===== src/rtl/grom_sram_arb.sv =====
// Arbiter/sequencer for the shared external 8-bit async SRAM: loader, CPU and GROM requesters.
// Fixed wait-state access, one-cycle ack pulse, one bus-turnaround cycle after each access.
module grom_sram_arb #(
  parameter int unsigned WAIT_CYCLES = 2
) (
  input  logic        clk,
  input  logic        reset,
  input  logic        ldr_req,
  input  logic        ldr_we,
  input  logic [19:0] ldr_addr,
  input  logic [7:0]  ldr_wdata,
  output logic        ldr_ack,
  input  logic        cpu_req,
  input  logic        cpu_we,
  input  logic [19:0] cpu_addr,
  input  logic [7:0]  cpu_wdata,
  output logic        cpu_ack,
  input  logic        grom_req,
  input  logic [19:0] grom_addr,
  output logic        grom_ack,
  output logic [7:0]  rdata,
  output logic [19:0] sram_addr,
  input  logic [7:0]  sram_din,
  output logic [7:0]  sram_dout,
  output logic        sram_drive,
  output logic        sram_ce_n,
  output logic        sram_oe_n,
  output logic        sram_we_n
);

  localparam logic [1:0] IDLE    = 2'd0;
  localparam logic [1:0] ACCESS  = 2'd1;
  localparam logic [1:0] RECOVER = 2'd2;

  localparam logic [1:0] OWN_LDR  = 2'd0;
  localparam logic [1:0] OWN_CPU  = 2'd1;
  localparam logic [1:0] OWN_GROM = 2'd2;

  localparam logic [3:0] CNT_INIT = 4'(WAIT_CYCLES);

  logic [1:0]  state;
  logic [1:0]  owner;
  logic [3:0]  cnt;
  logic        rr_last_cpu;
  logic        is_write;

  logic        grant;
  logic [1:0]  grant_owner;
  logic        grant_we;
  logic [19:0] grant_addr;
  logic [7:0]  grant_wdata;

  // Loader wins outright; CPU/GROM alternate when both are asking.
  always_comb begin
    grant       = ldr_req | cpu_req | grom_req;
    grant_owner = OWN_GROM;
    grant_we    = 1'b0;
    grant_addr  = grom_addr;
    grant_wdata = 8'h00;
    if (ldr_req) begin
      grant_owner = OWN_LDR;
      grant_we    = ldr_we;
      grant_addr  = ldr_addr;
      grant_wdata = ldr_wdata;
    end else if (cpu_req && (!grom_req || !rr_last_cpu)) begin
      grant_owner = OWN_CPU;
      grant_we    = cpu_we;
      grant_addr  = cpu_addr;
      grant_wdata = cpu_wdata;
    end
  end

  always_ff @(posedge clk) begin
    if (reset) begin
      state       <= IDLE;
      owner       <= OWN_LDR;
      cnt         <= 4'd0;
      rr_last_cpu <= 1'b0;
      is_write    <= 1'b0;
      ldr_ack     <= 1'b0;
      cpu_ack     <= 1'b0;
      grom_ack    <= 1'b0;
      rdata       <= 8'h00;
      sram_addr   <= 20'h00000;
      sram_dout   <= 8'h00;
      sram_drive  <= 1'b0;
      sram_ce_n   <= 1'b1;
      sram_oe_n   <= 1'b1;
      sram_we_n   <= 1'b1;
    end else begin
      ldr_ack  <= 1'b0;
      cpu_ack  <= 1'b0;
      grom_ack <= 1'b0;
      case (state)
        IDLE: begin
          if (grant) begin
            owner      <= grant_owner;
            is_write   <= grant_we;
            sram_addr  <= grant_addr;
            sram_dout  <= grant_wdata;
            cnt        <= CNT_INIT;
            state      <= ACCESS;
            sram_ce_n  <= 1'b0;
            sram_oe_n  <= grant_we;
            sram_drive <= grant_we;
            if (grant_owner != OWN_LDR) rr_last_cpu <= (grant_owner == OWN_CPU);
          end
        end
        ACCESS: begin
          if (cnt != 4'd0) begin
            cnt <= cnt - 4'd1;
            // WE held off for the first cycle to give address setup.
            if (is_write) sram_we_n <= 1'b0;
          end else begin
            if (!is_write) rdata <= sram_din;
            case (owner)
              OWN_LDR: ldr_ack  <= 1'b1;
              OWN_CPU: cpu_ack  <= 1'b1;
              default: grom_ack <= 1'b1;
            endcase
            state      <= RECOVER;
            sram_ce_n  <= 1'b1;
            sram_oe_n  <= 1'b1;
            sram_we_n  <= 1'b1;
            sram_drive <= 1'b0;
          end
        end
        RECOVER: state <= IDLE;
        default: state <= IDLE;
      endcase
    end
  end

endmodule


===== config.mk =====
export PLATFORM = sky130hd
export DESIGN_NAME = grom_sram_arb
export DESIGN_NICKNAME = d
export VERILOG_FILES = /design/src/rtl/grom_sram_arb.sv
export SDC_FILE = /design/constraint.sdc
export NUM_CORES = 1
export LEC_CHECK = 0
export BUFFER_PORTS_ARGS = -buffer_cell sky130_fd_sc_hd__buf_2
export CORE_ASPECT_RATIO = 1.75
export CORE_MARGIN = 3
export CORE_UTILIZATION = 45
export CTS_CLUSTER_DIAMETER = 40
export CTS_CLUSTER_SIZE = 28
export DETAILED_ROUTE_END_ITERATION = 8
export PLACE_DENSITY = 0.91
export SLEW_MARGIN = 20
export SYNTH_ARGS = -nofsm -noshare
export SYNTH_HDL_FRONTEND = slang
export SYNTH_SLANG_ARGS = --single-unit
export TNS_END_PERCENT = 20

===== constraint.sdc =====
create_clock -name clk -period 1.8 [get_ports clk]
set_input_delay 0.27 -clock clk [delete_from_list [all_inputs] [get_ports clk]]
set_output_delay 0.27 -clock clk [all_outputs]
set_load 0.005 [all_outputs]

==> flow_summary_export.csv, run 1 <==
group,metric,value,unit
layout,final_common_cell,"buf_2",
critical_path,max_stage_delay,0.48,ns
sta,tns,0,ns
floorplan,die_area,6710,um^2
sta,relSlewSlack,56.4,%
worst_hold_path,hp-start,"ldr_wdata[2]",
yosys,avgSynthCellArea,8.54,um^2
clock_tree,cts-root-buf,"clkbuf_8",
critical_path,path_class,"reg2reg",
global_routing,antenna_found_initial,0,
worst_hold_path,hold_end,"sram_dout[2]$_SDFFE_PP0P_",
sta,maxSlewViolCount,0,
floorplan,die_h,106,um
drt,drt_iter0_markers,146,
sta,fmax,631,MHz
critical_path,path_cells,"inv_1 > ha_1 > or3b_4 > o31ai_1 > a21oi_1",
critical_path,startpoint_type,"register",
clock_tree,insertion_delay,0.30,ns
critical_path,worstRegToRegCells,5,
critical_path,critical-path-slowest-cell,"or3b_4",
sta,fin_skew,0.00735,ns
worst_hold_path,hold_path_class,"in2reg",
sta,worst_slew_pin_slew,0.654,ns
clock_tree,cts.htree.levels,2,
global_routing,grt_util_all_layers,23.6,%
drt,drt_pass1_iterations,4,
global_routing,grt_max_degree,37,
place,hpwlAfterDp,5.99,mm
critical_path,r2r-start,"cnt[0]$_SDFFE_PP0P_",
drt,viasPerCell,5.80,
pwr,vdd_drop_max,0.000655,V
yosys,synth_largest_area_cell,"dfxtp_1",
floorplan,floorplan.initialDensity,47.9,%
layout,drive_gt1_share,38.8,%
drt,routed_wl,7.94,mm
yosys,synth_top_area_share,41.1,%
yosys,synth_area,2580,um^2
sta,hold_viol_final,0,
sta,rsz0062_at_grt,"no",
layout,final_cell_area,3440,um^2
yosys,syn_inst,302,
floorplan,ioPinCount,134,
yosys,ys_seq_area_share,41.1,%
layout,nFillCells,474,
critical_path,critPathCaptureType,"register",
floorplan,design.core.area,5390,um^2
floorplan,row_count,35,
global_routing,overflow,0,
sta,finalCritPeriodShare,88.0,%
layout,n_antenna_cell,0,
yosys,ys_types,44,
yosys,synth-seq-cells,53,
yosys,yosysWarningCount,0,
layout,area_growth_syn_to_layout,33.6,%
yosys,synth_ff_type,"dfxtp_1",
place,placed_area,3330,um^2
worst_hold_path,hold_depth,3,
clock_tree,cts.sinks,53,
global_routing,grt_pass1_vias,2849,
pwr,leakagePower,1.49,nW
drt,ant_nets,0,
yosys,synthArstFlopShare,0,%
layout,final_cell_mix,"buf_2, dfxtp_1, a21oi_1",
yosys,yosys-top-cells-area,"dfxtp_1, a311oi_1, a21oi_1",
critical_path,r2r-end,"rdata[0]$_SDFFE_PP0P_",
critical_path,r2r_setup_slack,0.22,ns
drt,wire_per_inst,16.0,um
place,portBuffers,133,
layout,nNetsFinal,514,
clock_tree,cts_max_path_buffers,2,
yosys,syn_nets,394,
critical_path,crit_path_max_fanout,13,
place,gp_congestion,0.844,
critical_path,required,1.97,ns
yosys,synth_edf_count,0,
sta,setup_viol,0,
clock_tree,cts_buffers,5,
clock_tree,cts_tree,"built",
pwr,powerDensity,909,nW/um^2
sta,period_minus_slack,1.58,ns
global_routing,grt_pass1_wl,13.0,mm
critical_path,cp.arrival,1.75,ns
job,cap_viol_max_count,0,
drt,num_vias,2885,
clock_tree,clk_pin_slew,0.09,ns
run_status,status,"complete, no violations",
floorplan,dieWidth,63.2,um
drt,drcViolationCount,0,
cell usage after synthesis (all sizes together), types with 3 or more instances:
cell / number
nand3: 29
clkbuf: 26
o21ai: 4
a31oi: 22
nor2: 5
nand4b: 9
a311oi: 28
a211oi: 3
nand2: 12
a21oi: 42
inv: 3
buf: 9
o31ai: 9
dfxtp: 53
and2: 21
where the power goes:
group | internal [mW] | leakage (nW) | total (mW) | switching (mW)
sequential | 1.32 | 0.437 | 1.42 | 0.0966
combinational | 0.412 | 0.994 | 0.895 | 0.484
clock | 0.454 | 0.0585 | 0.818 | 0.365
registers in the layout, summed over array words and instances (netlist names):
signal       count
sram_dout        8
cpu_ack          1
grom_ack         1
state            2
rdata            8
rr_last_cpu      1
cnt              4
ldr_ack          1
sram_oe_n        1
sram_drive       1
sram_addr       20
is_write         1
owner            2
sram_ce_n        1
sram_we_n        1
critical path: cells and delay by family (launching register included):
family / cells / cell delay, ns
buf+inv: 1 / 0.08
fa+ha+maj: 1 / 0.22
simple gates: 1 / 0.48
compound gates: 2 / 0.35
flops: 1 / 0.33
area by class of cell:
class | count | area (um^2) | area share, %
multi-input cells | 210 | 1340 | 39.0
flip-flops and latches | 53 | 1060 | 30.8
repair buffers | 148 | 816 | 23.7
well taps | 74 | 92.6 | 2.69
clock buffers | 7 | 86.3 | 2.51
clock inverters | 1 | 30.0 | 0.872
inverters | 4 | 15.0 | 0.436
cell families after synthesis:
group | after synthesis | share of synthesized area (%)
adder cells (fa/ha/maj) | 1 | 0.485
AND/OR/NAND/NOR | 92 | 20.9
flip-flops | 53 | 41.1
AO/OA/AOI/OAI | 117 | 30.4
buffers and inverters | 39 | 7.08
metrics by stage:
step                utilization (%)  power (mW)  setup WS [ns]  std cells  hold slack [ns]
floorplan                         -        1.94          0.204        302            0.407
global placement               61.7        2.29          0.149        489            0.428
detailed placement             61.7        2.33         0.0765        489            0.439
CTS                            63.9        3.13         0.0623        497            0.227
global route                   63.9        3.31         0.0908        497            0.234
finish                         63.9        3.13          0.216        497            0.234
layer usage:
layer / up-vias / wire length (um) / global-route usage (%)
li1: 1400 / - / -
met1: 1316 / 2820 / 25.4
met2: 136 / 4220 / 42.6
met3: 33 / 580 / 4.33
met4: 0 / 326 / 13.3
met5: - / 0 / 0
repair_timing:
item	CTS	global route
hold buffers	0	0
hold endpoints to repair	0	0
buffers inserted	0	0
setup endpoints to repair	0	7
resized for setup	0	1
worst max-delay path by stage:
stage	startpoint	to	slack, ns	depth (start not counted)
floorplan	cnt[0]$_SDFFE_PP0P_	rdata[0]$_SDFFE_PP0P_	0.20	6
global placement	cnt[0]$_SDFFE_PP0P_	cnt[1]$_SDFFE_PP0P_	0.15	5
detailed placement	cnt[0]$_SDFFE_PP0P_	rdata[0]$_SDFFE_PP0P_	0.08	5
CTS	cnt[0]$_SDFFE_PP0P_	rdata[0]$_SDFFE_PP0P_	0.06	5
global route	cnt[0]$_SDFFE_PP0P_	rdata[6]$_SDFFE_PP0P_	0.09	5
finish	cnt[0]$_SDFFE_PP0P_	rdata[0]$_SDFFE_PP0P_	0.22	5
Note: power is estimated with default switching activity, not from simulation.
==> run 2: changes to the inputs <==
--- a/config.mk
+++ b/config.mk
@@ -5,14 +5,15 @@
 export SDC_FILE = /design/constraint.sdc
 export NUM_CORES = 1
 export LEC_CHECK = 0
+export ABC_AREA = 1
 export BUFFER_PORTS_ARGS = -buffer_cell sky130_fd_sc_hd__buf_2
 export CORE_ASPECT_RATIO = 1.75
 export CORE_MARGIN = 3
-export CORE_UTILIZATION = 45
+export CORE_UTILIZATION = 44
 export CTS_CLUSTER_DIAMETER = 40
 export CTS_CLUSTER_SIZE = 28
 export DETAILED_ROUTE_END_ITERATION = 8
-export PLACE_DENSITY = 0.91
+export PLACE_DENSITY = 0.9
 export SLEW_MARGIN = 20
 export SYNTH_ARGS = -nofsm -noshare
 export SYNTH_HDL_FRONTEND = slang
==> run 2 against run 1 <==
  * Setup slack improved by 0.17 ns
  * Die area decreased by 3.3%
  * Clock skew up 0.0018 ns
  * Clock-buffer cell count fell by 2
  * Clock power shrank 0.5%
  * Sequential share of layout area increased by 2.0 points
  * Utilization fell by 2.8 points
  * Synthesized area fell by 5.7%
  * Largest cell class unchanged
  * Sequential power increased by 4%
  * Hold slack worse by 0.039 ns
  * Combinational power up 11%
==> flow_summary_export.csv, run 2 <==
group,metric,value,unit
critical_path,path_class,"reg2reg",
sta,hold_viol_final,0,
pwr,powerDensity,1020,nW/um^2
global_routing,antenna_found_initial,0,
clock_tree,cts-resized-gates,0,
sta,tns,0,ns
critical_path,max_stage_delay,0.34,ns
yosys,syn_inst,358,
yosys,ys_seq_area_share,43.6,%
yosys,avgSynthCellArea,6.79,um^2
layout,nNetsFinal,577,
sta,setup_viol,0,
pwr,p_sw_share,33.0,%
place,post-place-ws,0.403,ns
yosys,synthTopCellsByCount,"nand2_1, dfxtp_1, nor2_1, o21ai_1, a21oi_1",
drt,drt_pass1_iterations,4,
layout,area_growth_syn_to_layout,33.1,%
sta,fmax,707,MHz
global_routing,grt_pass1_wl,11.2,mm
pwr,switchingPower,1.08,mW
global_routing,overflow,0,
yosys,synth_largest_area_cell,"dfxtp_1",
worst_hold_path,hold_path_class,"in2reg",
pwr,seq_power_share,44.9,%
clock_tree,cts.sinks,53,
critical_path,r2r-start,"cnt[0]$_SDFFE_PP0P_",
sta,worst_slew_pin_slew,0.411,ns
sta,maxSlewViolCount,0,
floorplan,row_count,35,
layout,reg.largest.list,"sram_addr: 20 flops, rdata: 8 flops, sram_dout: 8 flops",
global_routing,grt_pass1_vias,2487,
drt,routed_wl,6.87,mm
sta,period_minus_slack,1.41,ns
critical_path,critPathCaptureType,"register",
critical_path,crit_top_cell,"nor2_1",
yosys,syn_nets,450,
yosys,synthArstFlopShare,0,%
critical_path,r2r_setup_slack,0.39,ns
layout,n_antenna_cell,0,
floorplan,die_h,104,um
pwr,pwr-share-comb,30.3,%
layout,largest_register_ffs,20,
critical_path,r2r-end,"rdata[7]$_SDFFE_PP0P_",
place,dp.cells,552,
global_routing,grtUsageMet1,24.3,%
floorplan,ioPinCount,134,
layout,stdcell_count,560,
critical_path,path_cells,"inv_1 > ha_1 > nand3_1 > nor2_2 > nand2_2 > inv_2 > nor2_1 > nor2_1",
floorplan,dieWidth,62.2,um
sta,relSlewSlack,72.6,%
yosys,synth_area,2430,um^2
floorplan,design.core.area,5300,um^2
run_status,status,"complete, no violations",
critical_path,worstRegToRegCells,8,
critical_path,critical-path-slowest-cell,"dfxtp_1",
job,cap_viol_max_count,0,
critical_path,required,2.05,ns
critical_path,startpoint_type,"register",
pwr,vdd_drop_max,0.000536,V
drt,drcViolationCount,0,
clock_tree,cts-root-buf,"clkbuf_8",
yosys,yosys-top-cells-area,"dfxtp_1, nand2_1, o21ai_1",
place,hpwlAfterDp,5.26,mm
yosys,synth_top_area_share,43.6,%
global_routing,grtUsageMet3,3.78,%
clock_tree,cts_max_path_buffers,2,
floorplan,floorplan.initialDensity,45.9,%
clock_tree,cts_tree,"built",
global_routing,grt_util_all_layers,20.9,%
global_routing,grt.busiest_layer,"met2",
yosys,yosysWarningCount,0,
place,gp_congestion,0.890,
clock_tree,cts_buffers,5,
pwr,leakagePower,1.71,nW
drt,wire_per_inst,12.3,um
global_routing,met2_usage,36.8,%
drt,drt_iter0_markers,129,
yosys,ys_types,22,
yosys,synth_edf_count,0,
yosys,synth_ff_type,"dfxtp_1",
clock_tree,insertion_delay,0.31,ns
layout,final_cell_mix,"buf_2, nand2_1, dfxtp_1",
yosys,synth-seq-cells,53,
global_routing,grt_max_degree,43,
critical_path,cp-startpoint,"cnt[0]$_SDFFE_PP0P_",
pwr,clockPowerShare,24.8,%
sta,rsz0062_at_grt,"no",
clock_tree,cts_hold_buf,0,
sta,layout_setup_ws,0.387,ns
place,portBuffers,133,
clock_tree,clk_pin_slew,0.10,ns
drt,viasPerCell,4.93,
drt,ant_nets,0,
floorplan,die_area,6490,um^2
layout,final_common_cell,"buf_2",
layout,regMostFlops,"sram_addr",
critical_path,cp.arrival,1.66,ns
critical_path,crit_path_max_fanout,9,
pwr,power.internal,2.20,mW
layout,drive_gt1_share,33.3,%
drt,num_vias,2761,
yosys,synth_most_common_cell,"nand2_1",
clock_tree,cts_setup_buffers,0,
sta,fin_skew,0.00910,ns
critical_path,cp-endpoint,"rdata[7]$_SDFFE_PP0P_",
sta,finalCritPeriodShare,78.5,%
clock_tree,cts.htree.levels,2,
-- run 2: power groups by stage --
stage	clock [mW]	sequential (mW)	combinational [mW]
after floorplan	0	1.51	0.627
after global placement	0	1.50	0.966
after detailed placement	0	1.50	0.993
after CTS	0.831	1.48	0.994
after global routing	0.867	1.50	1.13
final	0.814	1.48	0.997
-- run 2: critical path: cells and delay by family (launching register included) --
kind,cells,cell delay [ns]
fa+ha+maj,1,0.18
flops,1,0.34
buf+inv,2,0.21
simple gates,5,0.62
-- run 2: logic make-up after synthesis --
family,after synthesis,synth area share (%)
flops,53,43.6
compound gates,79,16.3
fa+ha+maj,1,0.514
buf+inv,47,9.36
simple gates,178,30.2
-- run 2: how the worst min path moves through the flow --
stage,startpoint,to,slack [ns],cells after the start
final,sram_din[0],rdata[0]$_SDFFE_PP0P_,0.19,3
after global routing,sram_din[2],rdata[2]$_SDFFE_PP0P_,0.20,3
after CTS,sram_din[2],rdata[2]$_SDFFE_PP0P_,0.19,3
after detailed placement,owner[0]$_SDFFE_PP0P_,ldr_ack$_SDFF_PP0_,0.41,1
after global placement,owner[0]$_SDFFE_PP0P_,ldr_ack$_SDFF_PP0_,0.41,1
after floorplan,reset,cnt[0]$_SDFFE_PP0P_,0.34,1
-- run 2: stage by stage --
step           power, mW  utilization, %  hold slack, ns  instance area [um^2]
2_1_floorplan       2.14               -           0.339                  2430
3_3_place_gp        2.46            58.9           0.408                  3120
3_5_place_dp        2.49            58.9           0.410                  3120
4_1_cts             3.30            61.1           0.186                  3240
5_1_grt             3.50            61.1           0.196                  3240
6_report            3.29            61.1           0.195                  3240
-- run 2: layer usage --
layer | share of wire, % | routed length (um) | vias up
met5 | 0 | 0 | -
met4 | 2.9 | 199 | 0
met3 | 5.4 | 370 | 20
met2 | 53 | 3650 | 108
met1 | 39 | 2650 | 1233
li1 | - | - | 1400
-- run 2: cell type report --
cell class	count	area, um^2
Fill cell	516	2060
Multi-Input combinational cell	258	1140
Sequential cell	53	1060
Timing Repair Buffer	141	726
Inverter	26	100
Tap cell	74	92.6
Clock buffer	5	68.8
Clock inverter	3	46.3
